`src/rtl/gaussian_kernel_3x3.sv`:
```
// 3x3 Gaussian smoothing stage (1-2-1 / 2-4-2 / 1-2-1, /16 with rounding).
// Three-stage stall-free pipeline; frame-border pixels pass through unfiltered.
module gaussian_kernel_3x3 #(
    parameter int DATA_WIDTH = 8,
    parameter int IMG_WIDTH  = 640,
    parameter int IMG_HEIGHT = 480
) (
    input  logic                  clk,
    input  logic                  rst,
    input  logic                  in_vld,
    input  logic                  in_sof,
    input  logic [DATA_WIDTH-1:0] m11,
    input  logic [DATA_WIDTH-1:0] m12,
    input  logic [DATA_WIDTH-1:0] m13,
    input  logic [DATA_WIDTH-1:0] m21,
    input  logic [DATA_WIDTH-1:0] m22,
    input  logic [DATA_WIDTH-1:0] m23,
    input  logic [DATA_WIDTH-1:0] m31,
    input  logic [DATA_WIDTH-1:0] m32,
    input  logic [DATA_WIDTH-1:0] m33,
    output logic                  out_vld,
    output logic                  out_sof,
    output logic [DATA_WIDTH-1:0] out_data
);

    localparam int XW = $clog2(IMG_WIDTH);
    localparam int YW = $clog2(IMG_HEIGHT);
    localparam int RW = DATA_WIDTH + 2;
    localparam int TW = DATA_WIDTH + 4;
    localparam logic [XW-1:0] X_LAST = XW'(IMG_WIDTH - 1);
    localparam logic [YW-1:0] Y_LAST = YW'(IMG_HEIGHT - 1);

    function automatic logic [RW-1:0] row_sum(input logic [DATA_WIDTH-1:0] a,
                                              input logic [DATA_WIDTH-1:0] b,
                                              input logic [DATA_WIDTH-1:0] c);
        return RW'(a) + {1'b0, b, 1'b0} + RW'(c);
    endfunction

    // Round-half-up divide by 16; the +8 cannot carry out of TW bits.
    function automatic logic [DATA_WIDTH-1:0] round16(input logic [TW-1:0] t);
        logic [TW-1:0] s;
        s = t + TW'(8);
        return s[TW-1:4];
    endfunction

    logic [XW-1:0] r_x, w_x_cur, w_x_nxt;
    logic [YW-1:0] r_y, w_y_cur, w_y_nxt;
    logic          w_border;

    always_comb begin
        w_x_cur  = in_sof ? '0 : r_x;
        w_y_cur  = in_sof ? '0 : r_y;
        w_border = (w_x_cur == '0) || (w_x_cur == X_LAST) ||
                   (w_y_cur == '0) || (w_y_cur == Y_LAST);
        w_x_nxt  = w_x_cur + 1'b1;
        w_y_nxt  = w_y_cur;
        if (w_x_cur == X_LAST) begin
            w_x_nxt = '0;
            w_y_nxt = (w_y_cur == Y_LAST) ? '0 : w_y_cur + 1'b1;
        end
    end

    always_ff @(posedge clk or posedge rst) begin
        if (rst) begin
            r_x <= '0;
            r_y <= '0;
        end else if (in_vld) begin
            r_x <= w_x_nxt;
            r_y <= w_y_nxt;
        end
    end

    logic                  r_vld_p0, r_sof_p0, r_brd_p0;
    logic [RW-1:0]         r_r1_p0, r_r2_p0, r_r3_p0;
    logic [DATA_WIDTH-1:0] r_c_p0;
    logic                  r_vld_p1, r_sof_p1, r_brd_p1;
    logic [TW-1:0]         r_tot_p1;
    logic [DATA_WIDTH-1:0] r_c_p1;
    logic                  r_vld_p2, r_sof_p2;
    logic [DATA_WIDTH-1:0] r_data_p2;

    always_ff @(posedge clk or posedge rst) begin
        if (rst) begin
            r_vld_p0  <= 1'b0;
            r_sof_p0  <= 1'b0;
            r_brd_p0  <= 1'b0;
            r_r1_p0   <= '0;
            r_r2_p0   <= '0;
            r_r3_p0   <= '0;
            r_c_p0    <= '0;
            r_vld_p1  <= 1'b0;
            r_sof_p1  <= 1'b0;
            r_brd_p1  <= 1'b0;
            r_tot_p1  <= '0;
            r_c_p1    <= '0;
            r_vld_p2  <= 1'b0;
            r_sof_p2  <= 1'b0;
            r_data_p2 <= '0;
        end else begin
            // Stage 1: weighted row sums
            r_vld_p0 <= in_vld;
            r_sof_p0 <= in_vld & in_sof;
            r_brd_p0 <= w_border;
            r_r1_p0  <= row_sum(m11, m12, m13);
            r_r2_p0  <= row_sum(m21, m22, m23);
            r_r3_p0  <= row_sum(m31, m32, m33);
            r_c_p0   <= m22;
            // Stage 2: vertical weighting
            r_vld_p1 <= r_vld_p0;
            r_sof_p1 <= r_sof_p0;
            r_brd_p1 <= r_brd_p0;
            r_tot_p1 <= {2'b00, r_r1_p0} + {1'b0, r_r2_p0, 1'b0} + {2'b00, r_r3_p0};
            r_c_p1   <= r_c_p0;
            // Stage 3: normalise or pass the centre through; hold data on idle beats
            r_vld_p2 <= r_vld_p1;
            r_sof_p2 <= r_sof_p1;
            if (r_vld_p1)
                r_data_p2 <= r_brd_p1 ? r_c_p1 : round16(r_tot_p1);
        end
    end

    assign out_vld  = r_vld_p2;
    assign out_sof  = r_sof_p2;
    assign out_data = r_data_p2;

endmodule

```
`config.mk`:
```
export PLATFORM = sky130hd
export DESIGN_NAME = gaussian_kernel_3x3
export DESIGN_NICKNAME = d
export VERILOG_FILES = /design/src/rtl/gaussian_kernel_3x3.sv
export SDC_FILE = /design/constraint.sdc
export NUM_CORES = 1
export LEC_CHECK = 0
export CORE_ASPECT_RATIO = 0.8
export CORE_MARGIN = 1.5
export CORE_UTILIZATION = 50
export CTS_BUF_LIST = sky130_fd_sc_hd__clkbuf_4 sky130_fd_sc_hd__clkbuf_8
export CTS_CLUSTER_DIAMETER = 30
export CTS_CLUSTER_SIZE = 40
export DETAILED_ROUTE_END_ITERATION = 12
export GPL_TIMING_DRIVEN = 1
export PLACE_DENSITY = 0.76
export SETUP_SLACK_MARGIN = 0.2
export SYNTH_ARGS = -nofsm -noshare
export SYNTH_HDL_FRONTEND = slang
export SYNTH_SLANG_ARGS = --single-unit
export TNS_END_PERCENT = 1
```
`constraint.sdc`:
```
create_clock -name clk -period 3.8 [get_ports clk]
set_clock_uncertainty 0.15 [all_clocks]
set_input_delay 0.76 -clock clk [delete_from_list [all_inputs] [get_ports clk]]
set_output_delay 0.76 -clock clk [all_outputs]
set_load 0.02 [all_outputs]
```
==> impl_metrics.ini, run 1 <==
[status]
status = completed

[routing]
drc_errors = 0
avgViaCountPerCell = 5.31
vias = 3547
drtPass1Iterations = 4
drt-total-wl_um = 9890
antenna_left = 0
drt_iter0_markers = 199
wire_per_inst_um = 14.8

[synth]
yosysWarnings = 0
postSynth.asyncResetShare_pct = 100
synthesis.nets = 583
ys_ff_latch = 90
syn_area_per_cell_um2 = 11.9
synthFlopType = dfrtp_1
synth_edf_count = 0
ys_types = 51
netlist_area_um2 = 5140
ys_seq_area_share_pct = 43.8
syn_inst = 433

[timing]
slew_violations = 0
min_period_ns = 3.39
setup_viol = 0
fin_tns_setup_ns = 0
slew_headroom_pct = 45.7
tightest_slew_ns = 0.814
rsz0062_at_grt = no
post-route-period-util_pct = 89.2
hold_viol_final = 0
max_freq_mhz = 295

[critical_path]
setup.worst_path.end_class = flip-flop
crit_fanout = 2
cp-start-kind = input port
crit_arrival_ns = 3.52
path_class = in -> reg
worstPathRequired_ns = 3.93

[pwr]
ir_drop_v = 0.000335
power_leakage_nw = 2.86
p_per_area_nw_per_um2 = 571
p_total_mw = 3.64

[cts]
hold_buffers = 0
path_clk_slew_ns = 0.09
cts_buffers = 9
cts-root-buf = clkbuf_8
cts_max_level = 3
clk_latency_ns = 0.36
cts_sinks = 90
cts_buffer_depth = 2
cts.repair.resized = 0
cts_tree = done
cts_setup_buffers = 0

[layout]
area_delta_synth_final_pct = 24.1
diodes = 0
final_common_cell = dfrtp_1
nFillCells = 778
final_cell_mix = 90 x dfrtp_1, 85 x clkdlybuf4s50_1, 41 x ha_1
final_net_count = 677
drive_above_1_share_pct = 7.33
layout.cells.non_filler = 668

[floorplanning]
coreArea_um2 = 9810
start_util_pct = 52.4
die_h_um = 93.7
io_pins = 86
row_count = 32
dieArea_um2 = 10900
die_x_um = 116

[placement]
dp_hpwl_um = 7760
finalWeightedCongestion = 0.820
port_buffers = 85
dp_cells = 652

[hold_path]
hp-class = reg -> reg

[grt]
grt_usage_pct = 20.4
grt_pass1_wl_um = 17000
antenna_found_initial = 0
grt_pass1_vias = 3564
grt_start_max_net_pins = 49
grt-ovfl-total = 0

[job]
max_cap_viol_count = 0
layer usage:
| metal | share of wire (%) | vias to the layer above | wire [um] | global-route usage (%) |
|---|---|---|---|---|
| li1 | - | 1714 | - | - |
| met1 | 49 | 1743 | 4840 | 29.9 |
| met2 | 46 | 82 | 4510 | 31.0 |
| met3 | 4.4 | 8 | 436 | 4.13 |
| met4 | 1.1 | 0 | 106 | 5.28 |
| met5 | 0 | - | 0 | 0 |
Yosys cell counts (all sizes together) (2+ instances only):
cell type / n / share of area, %
a32o: 3 / 0.58
o311ai: 2 / 0.34
dfrtp: 90 / 44
or3: 5 / 0.61
clkbuf: 7 / 0.51
nor4: 3 / 0.66
inv: 22 / 1.6
and4b: 3 / 0.58
buf: 2 / 0.32
nand2: 19 / 1.4
nor2: 31 / 2.3
mux2i: 7 / 1.4
mux2: 8 / 1.8
a22o: 2 / 0.34
o21a: 6 / 0.88
ha: 41 / 10
nand3: 9 / 0.88
o31ai: 3 / 0.44
nand2b: 6 / 0.73
a221oi: 2 / 0.46
o2bb2ai: 7 / 1.2
a21oi: 16 / 1.6
a21o: 8 / 1.2
and3: 9 / 1.1
xnor2: 22 / 3.7
xor2: 7 / 1.2
nand4: 4 / 0.61
o22ai: 6 / 0.85
nor3: 5 / 0.49
o21ai: 19 / 1.9
a21boi: 4 / 0.58
a211oi: 3 / 0.44
nor2b: 7 / 0.85
nand3b: 2 / 0.29
fa: 33 / 13
path summary, 6_finish.rpt:
check                            from  slack (ns)            to  cells after the start
max reg2reg                r_r1_p0[2]        1.18  r_tot_p1[10]                      7
min reg2reg                 r_c_p0[5]        0.20     r_c_p1[5]                      0
min in group asynchronous         rst        0.70    r_r3_p0[4]                      2
max                            m12[0]        0.41    r_r1_p0[7]                     11
min                         r_c_p0[5]        0.20     r_c_p1[5]                      0
max in group asynchronous         rst        2.02     r_c_p0[0]                      3
critical path, cell delays in order:
cell	delay (ns)
clkdlybuf4s50_1	0.47
inv_1	0.06
fa_1	0.50
inv_1	0.04
ha_1	0.21
fa_1	0.41
a21o_1	0.19
a21oi_1	0.26
nor2b_1	0.11
o31ai_1	0.29
a21boi_0	0.22
layout make-up:
cell class	count	area (um2)	area share, %
Multi-Input combinational cell	312	2760	43.3
Sequential cell	90	2250	35.3
Timing Repair Buffer	92	903	14.2
Tap cell	136	170	2.67
Clock buffer	10	138	2.16
Inverter	22	83.8	1.32
Clock inverter	6	66.3	1.04
report_power, final:
| part | leakage [nW] | internal [mW] | total, mW | switching, mW |
|---|---|---|---|---|
| clock network | 0.0945 | 0.321 | 0.657 | 0.336 |
| registers | 1.09 | 1.18 | 1.32 | 0.139 |
| logic | 1.68 | 0.833 | 1.66 | 0.831 |
through the flow:
step           setup slack, ns  utilization, %  cell area [um2]  hold WS [ns]
2_1_floorplan            0.555               -             5140         0.181
3_3_place_gp             0.148            62.9             6170         0.182
3_5_place_dp            0.0282            62.9             6170         0.186
4_1_cts                  0.448            65.0             6370         0.206
5_1_grt                  0.289            65.0             6370         0.211
6_report                 0.411            65.0             6370         0.204
logic make-up after synthesis:
kind of cell               count (synthesis)  synth area share [%]
muxes                                     15                  3.12
adders and majority gates                 74                  22.8
buffers and inverters                     31                  2.43
and+or+nand+nor                          108                  11.2
DFF                                       90                  43.8
xor gates and xnor gates                  29                  4.94
AOI/OAI and AO/OA                         86                  11.7
registers in the layout, summed over array words and instances (netlist names), 8 cells and up:
signal,flops
r_y,9
r_tot_p1,9
out_data,8
r_c_p1,8
r_c_p0,8
r_r3_p0,10
r_x,10
r_r1_p0,10
r_r2_p0,10
Note: power is estimated with default switching activity, not from simulation.
==> run 2, diff against run 1 <==
Settings changed: CORE_ASPECT_RATIO 0.8 to 0.9.
==> run 2 against run 1 <==
Global-route usage rose by 0.35 points. Sequential share of layout area barely moved. Final cell count fell by 1.6%. Critical path depth did not move. Combinational power barely moved. Register-to-register slack improved by 0.06 ns. Largest cell class unchanged. Largest power group unchanged. Highest routed layer unchanged.
==> impl_metrics.ini, run 2 (synthesized netlist as in run 1, its figures left out) <==
[status]
status = completed

[grt]
grt_pass1_wl_um = 17400
grt_start_max_net_pins = 70
grt_pass1_vias = 3669
antenna_found_initial = 0
grt-ovfl-total = 0
grt_usage_pct = 20.7

[critical_path]
setup.worst_path.end_class = flip-flop
cp_num_buf_inv = 3
crit_fanout = 2
crit_family = adder cells
slowest_stage = fa_1
ff2ff_path_depth = 7
cp-start-kind = input port
path_class = in -> reg
path_cells = clkdlybuf4s50_1 -> inv_1 -> fa_1 -> inv_1 -> ha_1 -> fa_1 -> a21o_1 -> a21oi_1 -> nor2b_1 -> o31ai_1 -> a21boi_0
crit_arrival_ns = 3.44
worstPathRequired_ns = 3.94
cpPeakStageDelay_ns = 0.52
crit_cells = 11

[pwr]
clkPwrFrac_pct = 18.5
seq_power_share_pct = 36.1
p_int_mw = 2.33
p_per_area_nw_per_um2 = 573
p_comb_share_pct = 45.4
ir_drop_v = 0.000435
power_leakage_nw = 2.87
switching_share_pct = 36.1
p_sw_mw = 1.32
p_total_mw = 3.65

[cts]
hold_buffers = 0
cts_buffer_depth = 2
cts_max_level = 3
cts_buffers = 9
cts-root-buf = clkbuf_8
cts_setup_buffers = 0
cts_tree = done
path_clk_slew_ns = 0.10
cts_sinks = 90
clk_latency_ns = 0.36
cts.repair.resized = 0

[layout]
nFillCells = 797
final_cell_mix = 90 x dfrtp_1, 85 x clkdlybuf4s50_1, 41 x ha_1
regArea_um2 = 2250
multiInputGateArea_um2 = 2760
drive_above_1_share_pct = 7.16
area_delta_synth_final_pct = 24.0
stdcell_area_um2 = 6370
diodes = 0
final_common_cell = dfrtp_1
final_net_count = 676

[floorplanning]
die_x_um = 110
coreArea_um2 = 9830
dieArea_um2 = 10900
io_pins = 86
die_h_um = 99.2
row_count = 34
start_util_pct = 52.3

[placement]
preCtsSetupSlack_ns = 0.100
finalWeightedCongestion = 0.781
dp_hpwl_um = 7850
port_buffers = 85
dpl_cell_area_um2 = 6160

[timing]
tightest_slew_ns = 0.412
fin_tns_setup_ns = 0
slew_violations = 0
worst_slack_ns = 0.502
rsz0062_at_grt = no
slew_headroom_pct = 72.3
hold_viol_final = 0
max_freq_mhz = 303
min_period_ns = 3.30
setup_viol = 0
post-route-period-util_pct = 86.8

[hold_path]
hold_depth = 0
hp-class = reg -> reg

[routing]
drt-total-wl_um = 10100
wire_per_inst_um = 15.3
drtPass1Iterations = 4
antenna_left = 0
vias = 3575
drc_errors = 0
drt_iter0_markers = 221
avgViaCountPerCell = 5.44

[job]
max_cap_viol_count = 0
## run 2: cell count changes in the layout (fill, tap and decap cells not counted), sizes merged
| cell | before | now |
|---|---|---|
| inv | 21 | 24 |
| buf | 7 | 6 |
| clkbuf | 10 | 9 |
| clkinv | 3 | 2 |
| clkinvlp | 3 | 2 |
## run 2: path summary, 6_finish.rpt
kind / from / to / slack (ns)
max in group asynchronous: rst / r_r2_p0[5] / 2.29
max reg2reg: r_r1_p0[2] / r_tot_p1[10] / 1.24
min: r_c_p0[2] / r_c_p1[2] / 0.21
max: m11[1] / r_r1_p0[7] / 0.50
min in group asynchronous: rst / r_y[2] / 0.54
min reg2reg: r_c_p0[2] / r_c_p1[2] / 0.21
## run 2: per-stage QoR
| step | hold WS (ns) | instances | utilization [%] |
|---|---|---|---|
| 6_report | 0.207 | 657 | 64.8 |
| 5_1_grt | 0.220 | 657 | 64.8 |
| 4_1_cts | 0.209 | 657 | 64.8 |
| 3_5_place_dp | 0.186 | 641 | 62.7 |
| 3_3_place_gp | 0.181 | 641 | 62.7 |
| 2_1_floorplan | 0.181 | 433 | - |
## run 2: cell type report
cell class                      instances  share of cell area, %
Clock buffer                            9                   1.94
Clock inverter                          7                   1.34
Inverter                               22                   1.32
Multi-Input combinational cell        312                   43.3
Sequential cell                        90                   35.3
Tap cell                              126                   2.47
Timing Repair Buffer                   91                   14.3
## run 2: power by group through the flow
stage	clock [mW]	sequential [mW]	combinational [mW]
after floorplan	0	1.32	1.25
after global placement	0	1.33	1.61
after detailed placement	0	1.34	1.66
after CTS	0.697	1.32	1.67
after global routing	0.738	1.34	1.89
final	0.675	1.32	1.66
## run 2: worst register-to-register path, stage by stage, from the launching register on
cell      delay (ns)
dfrtp_1         0.40
fa_1            0.49
ha_1            0.32
and4b_1         0.26
o22ai_2         0.30
o21ai_2         0.12
a221oi_2        0.30
xnor2_1         0.15
## run 2: metal layers
layer	part of all wire (%)	vias up	wire [um]	global-route usage, %
met5	0	-	0	0
met4	1.6	0	163	5.89
met3	3.8	18	388	3.54
met2	48	69	4870	33.1
met1	46	1776	4660	29.3
li1	-	1712	-	-
